[config.mk]
export PLATFORM = sky130hd
export DESIGN_NAME = uart_rx_framer
export DESIGN_NICKNAME = d
export VERILOG_FILES = /design/src/rtl/uart_rx_framer.sv
export SDC_FILE = /design/constraint.sdc
export NUM_CORES = 1
export LEC_CHECK = 0
export ABC_AREA = 1
export CORE_MARGIN = 4
export CORE_UTILIZATION = 60
export CTS_CLUSTER_DIAMETER = 120
export DETAILED_ROUTE_END_ITERATION = 8
export PLACE_DENSITY = 0.89
export SLEW_MARGIN = 20
export SYNTH_ARGS = -nofsm -noshare
export SYNTH_HDL_FRONTEND = slang
export SYNTH_SLANG_ARGS = --single-unit
[constraint.sdc]
create_clock -name wclk -period 3.6 [get_ports wclk]
set_input_delay 1.08 -clock wclk [delete_from_list [all_inputs] [get_ports wclk]]
set_output_delay 1.08 -clock wclk [all_outputs]
set_load 0.01 [all_outputs]
[src/rtl/uart_rx_framer.sv]
// Oversampling UART receiver feeding an async FIFO write port in the wclk domain.
// Define UART_PARITY_EN to add a parity bit, the PARITY_ODD parameter and a sticky parity_err output.
module uart_rx_framer #(
    parameter int DATASIZE   = 8,
    parameter int OVERSAMPLE = 16,
    parameter int BAUD_DIV   = 27
`ifdef UART_PARITY_EN
    , parameter bit PARITY_ODD = 1'b0
`endif
) (
    input  logic                wclk,
    input  logic                wrst,
    input  logic                rx,
    input  logic                wfull,
    input  logic                clr_err,
    output logic [DATASIZE-1:0] wdata,
    output logic                wclken,
    output logic                busy,
    output logic                frame_err,
    output logic                overrun
`ifdef UART_PARITY_EN
    , output logic              parity_err
`endif
);

    localparam int DIV_W  = (BAUD_DIV > 1) ? $clog2(BAUD_DIV) : 1;
    localparam int SAMP_W = $clog2(OVERSAMPLE);
    localparam int BIT_W  = $clog2(DATASIZE + 1);

    typedef enum logic [2:0] {
        S_IDLE,
        S_START,
        S_DATA,
        S_PARITY,
        S_STOP
    } state_t;

    state_t              r_state, w_state_next;
    logic                r_sync1, r_sync2, r_rx_prev;
    logic [DIV_W-1:0]    r_div;
    logic [SAMP_W-1:0]   r_samp;
    logic [BIT_W-1:0]    r_bitidx;
    logic [DATASIZE-1:0] r_shift;
    logic [DATASIZE-1:0] r_wdata;
    logic                r_wclken, r_frame_err, r_overrun;

    logic w_rx_s, w_fall, w_tick, w_half, w_full, w_last_bit;
    logic w_start_edge, w_start_ok, w_data_sample, w_stop_sample, w_par_ok;
    logic w_write, w_drop, w_frame_bad;

    assign w_rx_s     = r_sync2;
    assign w_fall     = r_rx_prev & ~w_rx_s;
    assign w_tick     = (r_div == DIV_W'(BAUD_DIV - 1));
    assign w_half     = w_tick && (r_samp == SAMP_W'(OVERSAMPLE / 2 - 1));
    assign w_full     = w_tick && (r_samp == SAMP_W'(OVERSAMPLE - 1));
    assign w_last_bit = (r_bitidx == BIT_W'(DATASIZE - 1));

    assign w_start_edge  = (r_state == S_IDLE) && w_fall;
    assign w_start_ok    = (r_state == S_START) && w_half && !w_rx_s;
    assign w_data_sample = (r_state == S_DATA) && w_full;
    assign w_stop_sample = (r_state == S_STOP) && w_full;

    assign w_write     = w_stop_sample && w_rx_s && !wfull && w_par_ok;
    assign w_drop      = w_stop_sample && w_rx_s && wfull && w_par_ok;
    assign w_frame_bad = w_stop_sample && !w_rx_s;

    always_ff @(posedge wclk or posedge wrst) begin
        if (wrst) begin
            r_sync1   <= 1'b1;
            r_sync2   <= 1'b1;
            r_rx_prev <= 1'b1;
        end else begin
            r_sync1   <= rx;
            r_sync2   <= r_sync1;
            r_rx_prev <= r_sync2;
        end
    end

    always_ff @(posedge wclk or posedge wrst) begin
        if (wrst) r_state <= S_IDLE;
        else      r_state <= w_state_next;
    end

    always_comb begin
        w_state_next = r_state;
        case (r_state)
            S_IDLE:   if (w_fall) w_state_next = S_START;
            S_START:  if (w_half) w_state_next = w_rx_s ? S_IDLE : S_DATA;
            S_DATA: begin
                if (w_full && w_last_bit) begin
`ifdef UART_PARITY_EN
                    w_state_next = S_PARITY;
`else
                    w_state_next = S_STOP;
`endif
                end
            end
            S_PARITY: if (w_full) w_state_next = S_STOP;
            S_STOP:   if (w_full) w_state_next = S_IDLE;
            default:  w_state_next = S_IDLE;
        endcase
    end

    // Restarting divider and sample count on the start edge aligns sampling to bit centres.
    always_ff @(posedge wclk or posedge wrst) begin
        if (wrst) begin
            r_div    <= '0;
            r_samp   <= '0;
            r_bitidx <= '0;
            r_shift  <= '0;
        end else begin
            if (w_start_edge || w_tick) r_div <= '0;
            else                        r_div <= r_div + DIV_W'(1);

            if (w_start_edge || w_start_ok) r_samp <= '0;
            else if (w_tick)                r_samp <= (r_samp == SAMP_W'(OVERSAMPLE - 1)) ? '0 : r_samp + SAMP_W'(1);

            if (w_start_ok)         r_bitidx <= '0;
            else if (w_data_sample) r_bitidx <= r_bitidx + BIT_W'(1);

            if (w_data_sample) r_shift <= {w_rx_s, r_shift[DATASIZE-1:1]};
        end
    end

    always_ff @(posedge wclk or posedge wrst) begin
        if (wrst) begin
            r_wdata     <= '0;
            r_wclken    <= 1'b0;
            r_frame_err <= 1'b0;
            r_overrun   <= 1'b0;
        end else begin
            r_wclken <= w_write;
            if (w_write) r_wdata <= r_shift;

            if (w_frame_bad)  r_frame_err <= 1'b1;
            else if (clr_err) r_frame_err <= 1'b0;

            if (w_drop)       r_overrun <= 1'b1;
            else if (clr_err) r_overrun <= 1'b0;
        end
    end

`ifdef UART_PARITY_EN
    logic r_par_bad, r_parity_err, w_par_sample;

    assign w_par_sample = (r_state == S_PARITY) && w_full;
    assign w_par_ok     = ~r_par_bad;
    assign parity_err   = r_parity_err;

    always_ff @(posedge wclk or posedge wrst) begin
        if (wrst) begin
            r_par_bad    <= 1'b0;
            r_parity_err <= 1'b0;
        end else begin
            if (w_par_sample) r_par_bad <= (w_rx_s != ((^r_shift) ^ PARITY_ODD));

            if (w_par_sample && (w_rx_s != ((^r_shift) ^ PARITY_ODD))) r_parity_err <= 1'b1;
            else if (clr_err)                                          r_parity_err <= 1'b0;
        end
    end
`else
    assign w_par_ok = 1'b1;
`endif

    assign wdata     = r_wdata;
    assign wclken    = r_wclken;
    assign busy      = (r_state != S_IDLE);
    assign frame_err = r_frame_err;
    assign overrun   = r_overrun;

endmodule

Yosys cells after proc, flatten, opt, wreduce, memory -nomap -nowiden:

Index checks and enable logic that the tools add are counted.

* flip-flop bits (word level): 38
* input bits: 5
* output and inout bits: 12
* word-level logic and storage cells: 69

* add/sub/neg operators: 3
* equality and inequality tests: 13
* multiplexer cells: 16
* bitwise gates (word level): 2
* reductions and logical operators: 23

Operators with widths (count)
* $mux W4: 5
* $mux W3: 5
* $pmux W3 S5: 1
* $logic_and A1 B1 Y1: 12
* $add A4 B1 Y4 const B: 2
* $eq A4 B3 Y1 const B: 2
* $ne A2 B2 Y1 const B: 4
* $reduce_bool A2 Y1: 4
* $eq A3 B2 Y1 const B: 2
* $add A5 B1 Y5 const B: 1
* $eq A5 B5 Y1 const B: 1
* $mux W5: 1
* $reduce_and A5 Y1: 1
* $eq A4 B4 Y1 const B: 1
* $eq A3 B1 Y1 const B: 1
* $eq A3 B3 Y1 const B: 1
* $logic_not A3 Y1: 1
* $mux W1: 3
* $reduce_bool A3 Y1: 1
* $logic_not A1 Y1: 2
* $logic_or A1 B1 Y1: 2
* $mux W2: 1
* $ne A2 B1 Y1 const B: 1
* $and A1 B1 Y1: 1
* $not A1 Y1: 1

Longest topological paths before layout:

Gate-level depths: netlist of run 1.

* depth after elaboration: 6
* mapped depth: 10
* gate-level depth less buffers: 9

Worst setup path before layout of run 1:

No wires, ideal clock.

* path type: register to output
* start: reg r_state[1]
* end: out busy
* arrival time: 0.672 ns
* data required time: 2.520 ns
* path slack: 1.848 ns
* cell stages (with the launch flop): 3
* path buffers: 0
* cell sequence: dfrtp_1 > nor2_1 > nand2_1

* longest elaborated chain between the ends: 1

Ends and longest elaborated chain
* from (decl): line 38 `state_t r_state, w_state_next;`
* from (signal assigned): line 81 `else r_state <= w_state_next;`
* $reduce_bool A3 Y1: line 167 `assign busy = (r_state != S_IDLE);`
* to (decl): line 18 `output logic busy,`

No other way between the ends.

Final worst setup path of run 1:

Same ends and word-level chain as after synthesis.

==> tab_implementation.tex, run 1 <==
\begin{tabular}{lr}
\hline
Metric & Value \\
\hline
\multicolumn{2}{l}{\textbf{Outcome}} \\
\quad Result of the run & complete, no violations \\
\multicolumn{2}{l}{\textbf{Die}} \\
\quad Starting utilization of the core area & 63.7\% \\
\quad Ports placed on the boundary & 17 \\
\quad Die footprint & 3890 um\^{}2 \\
\quad Number of standard-cell rows in the floorplan & 19 \\
\quad Placeable core region & 2780 um\^{}2 \\
\quad Height of the die & 62.4 um \\
\quad Die span in x & 62.4 um \\
\multicolumn{2}{l}{\textbf{Yosys}} \\
\quad Mapped Cells & 201 \\
\quad Sequential-to-total area share from yosys stat & 53.8\% \\
\quad Ys flop type & sky130\_fd\_sc\_hd\_\_dfrtp\_1 \\
\quad Synth warn & 0 \\
\quad Post-Synthesis Cell Area & 1770 um\^{}2 \\
\quad Post-synthesis area per instance & 8.82 um\^{}2 \\
\quad Nets in the synthesized netlist & 210 \\
\quad Number of distinct library cells after synthesis & 26 \\
\quad Post-synthesis async set-or-reset flop share & 100\% \\
\quad Number of enable flip-flop cells after synthesis & 0 \\
\quad Synthesized flop and latch total & 38 \\
\multicolumn{2}{l}{\textbf{Timing}} \\
\quad Number of hold violations in the final report & 0 \\
\quad Max Freq & 0.382 GHz \\
\quad Setup skew after layout & 0.0113 ns \\
\quad Worst slack on hold paths & 0.364 ns \\
\quad Unrepaired setup endpoints after global routing & false \\
\quad TNS Setup & 0 ns \\
\quad Transition time at the pin with the least slew margin & 0.457 ns \\
\quad Setup Viol. Count Final & 0 \\
\quad Worst relative slew slack & 69.6\% \\
\quad Total count of max-transition violations in the final report & 0 \\
\quad Shortest period the worst path allows & 2.62 ns \\
\quad Crit share post-route & 72.7\% \\
\multicolumn{2}{l}{\textbf{Job}} \\
\quad Max-cap violations & 0 \\
\multicolumn{2}{l}{\textbf{Placement}} \\
\quad Final Wtd Congestion & 0.800 \\
\quad Placement-stage cell area & 1950 um\^{}2 \\
\quad Placed wire-length estimate after detailed placement & 2340 um \\
\quad Number of port buffers & 16 \\
\multicolumn{2}{l}{\textbf{CTS}} \\
\quad Number of buffers added by the clock tree synthesis step & 5 \\
\quad Post-CTS sizing & 0 \\
\quad Buffer levels on the longest clock path & 2 \\
\quad Worst-skew pair later-pin latency & 0.34 ns \\
\quad Sink Count & 38 \\
\quad Buffer type at the clock tree root & sky130\_fd\_sc\_hd\_\_clkbuf\_4 \\
\quad CTS tree & built \\
\quad CTS H-Tree Depth & 2 \\
\quad Number of setup buffers added after CTS & 0 \\
\quad Number of buffers inserted for hold repair after clock tree synthesis & 0 \\
\quad Register clock-pin slew on the reported worst setup and hold paths & 0.11 ns \\
\multicolumn{2}{l}{\textbf{Pwr}} \\
\quad Post-layout power & 0.936 mW \\
\quad PwrDens & 462 nW/um\^{}2 \\
\quad Max IR drop VDD & 0.573 mV \\
\quad Static leakage & 1.08 nW \\
\multicolumn{2}{l}{\textbf{GRT}} \\
\quad Via count of the first global-routing pass & 1,399 \\
\quad Initial antenna violation count & 0 \\
\quad Largest net degree at the start of global routing & 39 \\
\quad Wire length of the first global-routing pass & 5850 um \\
\quad GRT Util Overall & 18.4\% \\
\quad Remaining global-route overflow & 0 \\
\multicolumn{2}{l}{\textbf{Critical path}} \\
\quad Highest cell delay on the worst timing path & 0.49 ns \\
\quad Kind of launch point of the worst setup path & register \\
\quad Critical Path, Cell by Cell & nor2\_1, nand2\_1, clkdlybuf4s50\_1 \\
\quad Category of the most critical setup path & register to primary output \\
\quad Category of cells accounting for the largest share of critical-path delay & buffers and inverters \\
\quad Critical path data required time & 2.52 ns \\
\quad Endpoint arrival time on the critical path & 1.54 ns \\
\quad Capturing element type of the critical path & primary output \\
\quad Slowest library cell on the worst path & sky130\_fd\_sc\_hd\_\_clkdlybuf4s50\_1 \\
\quad Peak fanout along the critical path & 5 \\
\quad CP bufs+invs & 1 \\
\multicolumn{2}{l}{\textbf{Detailed routing}} \\
\quad Routed wire length on met3 & 170 um \\
\quad Post-detailed-route wirelength per cell & 12.6 um \\
\quad Sum of met2 wire segment lengths after detailed routing & 1580 um \\
\quad Average vias per placed instance & 5.45 \\
\quad Routed length on met1 & 1370 um \\
\quad Vias after detailed routing & 1,378 \\
\quad First-iteration detailed-routing DRC count & 77 \\
\quad Total DRC errors in the routed layout & 0 \\
\quad Uppermost metal layer occupied by signal nets & met4 \\
\quad Antenna Violating Nets Remaining & 0 \\
\quad Detailed-router iteration count before antenna repair & 4 \\
\quad Wirelength, routed & 3200 um \\
\multicolumn{2}{l}{\textbf{Cells and area}} \\
\quad Most frequent cells in the layout & sky130\_fd\_sc\_hd\_\_nand2\_1 (62), sky130\_fd\_sc\_hd\_\_dfrtp\_1 (35), sky130\_fd\_sc\_hd\_\_nand3\_1 (23), sky130\_fd\_sc\_hd\_\_inv\_1 (16), sky130\_fd\_sc\_hd\_\_clkdlybuf4s50\_1 (16) \\
\quad Commonest non-fill, non-tap cell in the layout & sky130\_fd\_sc\_hd\_\_nand2\_1 \\
\quad Area Growth Syn to Fin & 14.3\% \\
\quad Nets@finish & 230 \\
\quad Antenna diode count & 0 \\
\quad Layout cells sized above 1 & 11.3\% \\
\quad Total non-filler cell area in the finished layout & 2030 um\^{}2 \\
\multicolumn{2}{l}{\textbf{Min path}} \\
\quad Hold Crit Class & register to register \\
\hline
\end{tabular}
==> routing by layer <==
layer  vias to the layer above  GRT usage (%)
li1                        687              -
met3                        12           5.77
met4                         0           9.28
met2                        44           30.3
met1                       635           21.6
met5                         -              0
==> cells by family (layout without fill, tap and decap cells) <==
family | after synthesis | after routing | synth area share, %
AND/OR/NAND/NOR | 120 | 120 | 32.0
flip-flops | 38 | 38 | 53.8
buffers and inverters | 25 | 46 | 6.21
AO/OA/AOI/OAI | 9 | 9 | 2.68
XOR/XNOR | 5 | 5 | 2.47
adder cells (fa/ha/maj) | 4 | 4 | 2.82
==> cell usage after synthesis, types with 2 or more instances <==
master                    number  share of area [%]
sky130_fd_sc_hd__buf_4         2               0.85
sky130_fd_sc_hd__dfrtp_1      35                 49
sky130_fd_sc_hd__dfstp_2       3                4.4
sky130_fd_sc_hd__ha_1          4                2.8
sky130_fd_sc_hd__inv_1        16                3.4
sky130_fd_sc_hd__inv_2         4               0.85
sky130_fd_sc_hd__nand2_1      62                 13
sky130_fd_sc_hd__nand2_2       2               0.71
sky130_fd_sc_hd__nand3_1      23                6.5
sky130_fd_sc_hd__nand3_2       2                1.1
sky130_fd_sc_hd__nand4_1      12                4.2
sky130_fd_sc_hd__nor2_1       13                2.8
sky130_fd_sc_hd__nor2_2        2               0.71
sky130_fd_sc_hd__o21ai_1       6                1.7
sky130_fd_sc_hd__xor2_1        4                2.0
==> registers in the layout, summed over array words and instances, names as in the netlist <==
signal     flops
r_div          5
r_samp         4
r_rx_prev      1
wdata          8
wclken         1
overrun        1
r_shift        8
frame_err      1
r_bitidx       4
r_sync2        1
r_state        3
r_sync1        1
==> report_power, final <==
part / total, mW / internal, mW / leakage, nW / switching, mW
registers: 0.502 / 0.463 / 0.513 / 0.0398
logic: 0.153 / 0.0611 / 0.522 / 0.0915
clock network: 0.281 / 0.144 / 0.0450 / 0.137
total: 0.936 / 0.668 / 1.08 / 0.268
==> stage by stage <==
step	std cells	utilization, %	setup slack (ns)
2_1_floorplan	201	-	1.66
3_3_place_gp	245	70.0	1.36
3_5_place_dp	245	70.0	1.35
4_1_cts	253	72.8	0.970
5_1_grt	253	72.8	0.866
6_report	253	72.8	0.983
==> path summary, 6_finish.rpt <==
path                            start    endpoint  slack [ns]  depth (start not counted)
min reg2reg                   r_sync1     r_sync2        0.36                          0
min                           r_sync1     r_sync2        0.36                          0
max reg2reg                  r_div[0]    wdata[1]        1.63                          9
max                        r_state[1]        busy        0.98                          3
min in group asynchronous        wrst  r_shift[1]        1.14                          3
max in group asynchronous        wrst   r_rx_prev        2.12                          3
==> cell type report <==
cell class / instances / area [um^2]
sequential: 38 / 955
fill: 211 / 756
multi-input combinational: 138 / 708
timing repair buffer: 17 / 168
inverter: 21 / 78.8
clock inverter: 3 / 40.0
tap: 31 / 38.8
clock buffer: 5 / 37.5
Note: power is estimated with default switching activity, not from simulation.
==> run 2: changes to the inputs <==
Settings changed: CORE_UTILIZATION 60 to 56, PLACE_DENSITY 0.89 to 0.84.
Clock period 3.6 ns to 2.75 ns, I/O delays scaled along.
==> run 2 against run 1 <==
Design area grew 2.2%. Global-route usage shrank 1.1 points. Sequential power grew 30%. First-iteration DRC count grew 29%. Flip-flop and latch count is the same. Non-clock buffer count is the same. Critical endpoint unchanged. Final cell count grew 5.1%. Combinational power grew 29%. Via count shrank 1.7%.
==> tab_implementation.tex, run 2 (same netlist as run 1, synthesis figures left out) <==
\begin{tabular}{lr}
\hline
Metric & Value \\
\hline
\multicolumn{2}{l}{\textbf{Outcome}} \\
\quad Result of the run & complete, no violations \\
\multicolumn{2}{l}{\textbf{Timing}} \\
\quad Crit share post-route & 85.2\% \\
\quad Setup skew after layout & 0.0179 ns \\
\quad Total count of max-transition violations in the final report & 0 \\
\quad Setup Viol. Count Final & 0 \\
\quad Transition time at the pin with the least slew margin & 0.456 ns \\
\quad Shortest period the worst path allows & 2.34 ns \\
\quad Worst relative slew slack & 69.6\% \\
\quad TNS Setup & 0 ns \\
\quad Max Freq & 0.427 GHz \\
\quad Number of hold violations in the final report & 0 \\
\quad Unrepaired setup endpoints after global routing & false \\
\multicolumn{2}{l}{\textbf{GRT}} \\
\quad Wire length of the first global-routing pass & 5500 um \\
\quad Via count of the first global-routing pass & 1,285 \\
\quad GRT Util Overall & 17.3\% \\
\quad Remaining global-route overflow & 0 \\
\quad Initial antenna violation count & 0 \\
\quad Largest net degree at the start of global routing & 39 \\
\multicolumn{2}{l}{\textbf{Cells and area}} \\
\quad Most frequent cells in the layout & sky130\_fd\_sc\_hd\_\_nand2\_1 (62), sky130\_fd\_sc\_hd\_\_dfrtp\_1 (35), sky130\_fd\_sc\_hd\_\_nand3\_1 (23), sky130\_fd\_sc\_hd\_\_inv\_1 (16), sky130\_fd\_sc\_hd\_\_clkdlybuf4s50\_1 (16) \\
\quad Nets@finish & 230 \\
\quad Area Growth Syn to Fin & 16.8\% \\
\quad Antenna diode count & 0 \\
\quad Commonest non-fill, non-tap cell in the layout & sky130\_fd\_sc\_hd\_\_nand2\_1 \\
\quad Core Util, Final & 67.8\% \\
\quad Layout cells sized above 1 & 11.3\% \\
\multicolumn{2}{l}{\textbf{CTS}} \\
\quad CTS tree & built \\
\quad CTS H-Tree Depth & 2 \\
\quad Number of buffers inserted for hold repair after clock tree synthesis & 0 \\
\quad Register clock-pin slew on the reported worst setup and hold paths & 0.11 ns \\
\quad Post-CTS sizing & 0 \\
\quad Number of buffers added by the clock tree synthesis step & 5 \\
\quad Buffer levels on the longest clock path & 2 \\
\quad Sink Count & 38 \\
\quad Number of setup buffers added after CTS & 0 \\
\quad Worst-skew pair later-pin latency & 0.35 ns \\
\quad Buffer type at the clock tree root & sky130\_fd\_sc\_hd\_\_clkbuf\_4 \\
\multicolumn{2}{l}{\textbf{Detailed routing}} \\
\quad Antenna Violating Nets Remaining & 0 \\
\quad Average vias per placed instance & 5.09 \\
\quad Detailed-router iteration count before antenna repair & 4 \\
\quad First-iteration detailed-routing DRC count & 99 \\
\quad Vias after detailed routing & 1,355 \\
\quad Total DRC errors in the routed layout & 0 \\
\quad Post-detailed-route wirelength per cell & 11.4 um \\
\quad Wirelength, routed & 3030 um \\
\multicolumn{2}{l}{\textbf{Critical path}} \\
\quad Kind of launch point of the worst setup path & register \\
\quad Critical path data required time & 1.93 ns \\
\quad Worst reg-to-reg setup slack & 0.83 ns \\
\quad Category of the most critical setup path & register to primary output \\
\quad Capturing point of the worst reg2reg path & wdata[0] \\
\quad Capturing element type of the critical path & primary output \\
\quad Worst r2r src & r\_div[0] \\
\quad Peak fanout along the critical path & 5 \\
\quad Path depth of the worst reg2reg path & 9 \\
\quad Endpoint arrival time on the critical path & 1.52 ns \\
\multicolumn{2}{l}{\textbf{Die}} \\
\quad Height of the die & 64.3 um \\
\quad Die footprint & 4130 um\^{}2 \\
\quad Number of standard-cell rows in the floorplan & 20 \\
\quad Starting utilization of the core area & 58.1\% \\
\quad Die span in x & 64.3 um \\
\quad Placeable core region & 3050 um\^{}2 \\
\quad Ports placed on the boundary & 17 \\
\multicolumn{2}{l}{\textbf{Min path}} \\
\quad Hold Crit Class & register to register \\
\quad Hold Crit Start & r\_sync1 \\
\quad Endpoint of the worst hold path & r\_sync2 \\
\quad Hold depth & 0 \\
\multicolumn{2}{l}{\textbf{Pwr}} \\
\quad Max IR drop VDD & 0.410 mV \\
\quad Static leakage & 1.09 nW \\
\quad PwrDens & 639 nW/um\^{}2 \\
\multicolumn{2}{l}{\textbf{Placement}} \\
\quad Final Wtd Congestion & 0.893 \\
\quad Number of port buffers & 16 \\
\quad Placed wire-length estimate after detailed placement & 2170 um \\
\multicolumn{2}{l}{\textbf{Job}} \\
\quad Max-cap violations & 0 \\
\hline
\end{tabular}
[run 2: cell count changes in the layout (fill, tap and decap cells not counted)]
cell,delta
sky130_fd_sc_hd__bufinv_16,+1
sky130_fd_sc_hd__clkinv_2,-2
sky130_fd_sc_hd__clkinv_4,+1
[run 2: worst max-delay path, cell delays in order (launching register included)]
cell and delay, ns:
sky130_fd_sc_hd__dfrtp_1 0.43, sky130_fd_sc_hd__nor2_1 0.18, sky130_fd_sc_hd__nand2_1 0.09, sky130_fd_sc_hd__clkdlybuf4s50_1 0.48
[run 2: layer usage]
layer	vias to the layer above	share of wire (%)	track usage [%]
li1	684	-	-
met5	-	0	0
met1	640	46	20.8
met4	0	2.0	7.92
met3	6	3.9	5.27
met2	25	48	28.4
[run 2: report_power, final]
group | internal [mW] | switching (mW) | leakage, nW
Sequential | 0.606 | 0.0469 | 0.513
Combinational | 0.0800 | 0.118 | 0.522
Clock | 0.284 | 0.189 | 0.0554
Total | 0.970 | 0.354 | 1.09
[run 2: through the flow]
stage	hold slack [ns]	instance area, um^2	std cells	setup WS (ns)	power [mW]
5_1_grt	0.385	2070	266	0.264	1.41
4_1_cts	0.373	2070	266	0.384	1.34
6_report	0.372	2070	266	0.407	1.32
3_5_place_dp	0.351	1960	258	0.767	0.863
2_1_floorplan	0.345	1770	201	1.07	0.807
3_3_place_gp	0.351	1960	258	0.770	0.858
[run 2: cell type report]
class / count / area, um^2
timing repair buffer: 17 / 168
multi-input combinational: 138 / 708
sequential: 38 / 955
fill: 249 / 982
tap: 44 / 55.1
clock buffer: 5 / 37.5
inverter: 21 / 78.8
clock inverter: 3 / 68.8
[run 2: how the worst max path moves through the flow]
| stage | end | start | cells after the start |
|---|---|---|---|
| 2_1_floorplan | frame_err | wrst | 1 |
| 3_3_place_gp | busy | r_state[1] | 3 |
| 3_5_place_dp | wdata[0] | wfull | 5 |
| 4_1_cts | busy | r_state[1] | 3 |
| 5_1_grt | busy | r_state[1] | 3 |
| 6_report | busy | r_state[1] | 3 |
==> run 3: changes to the inputs <==
Settings changed: CAP_MARGIN set to 0.
==> results of run 3 <==
Same layout as run 2: the final DEF is identical, and so are final timing and power.
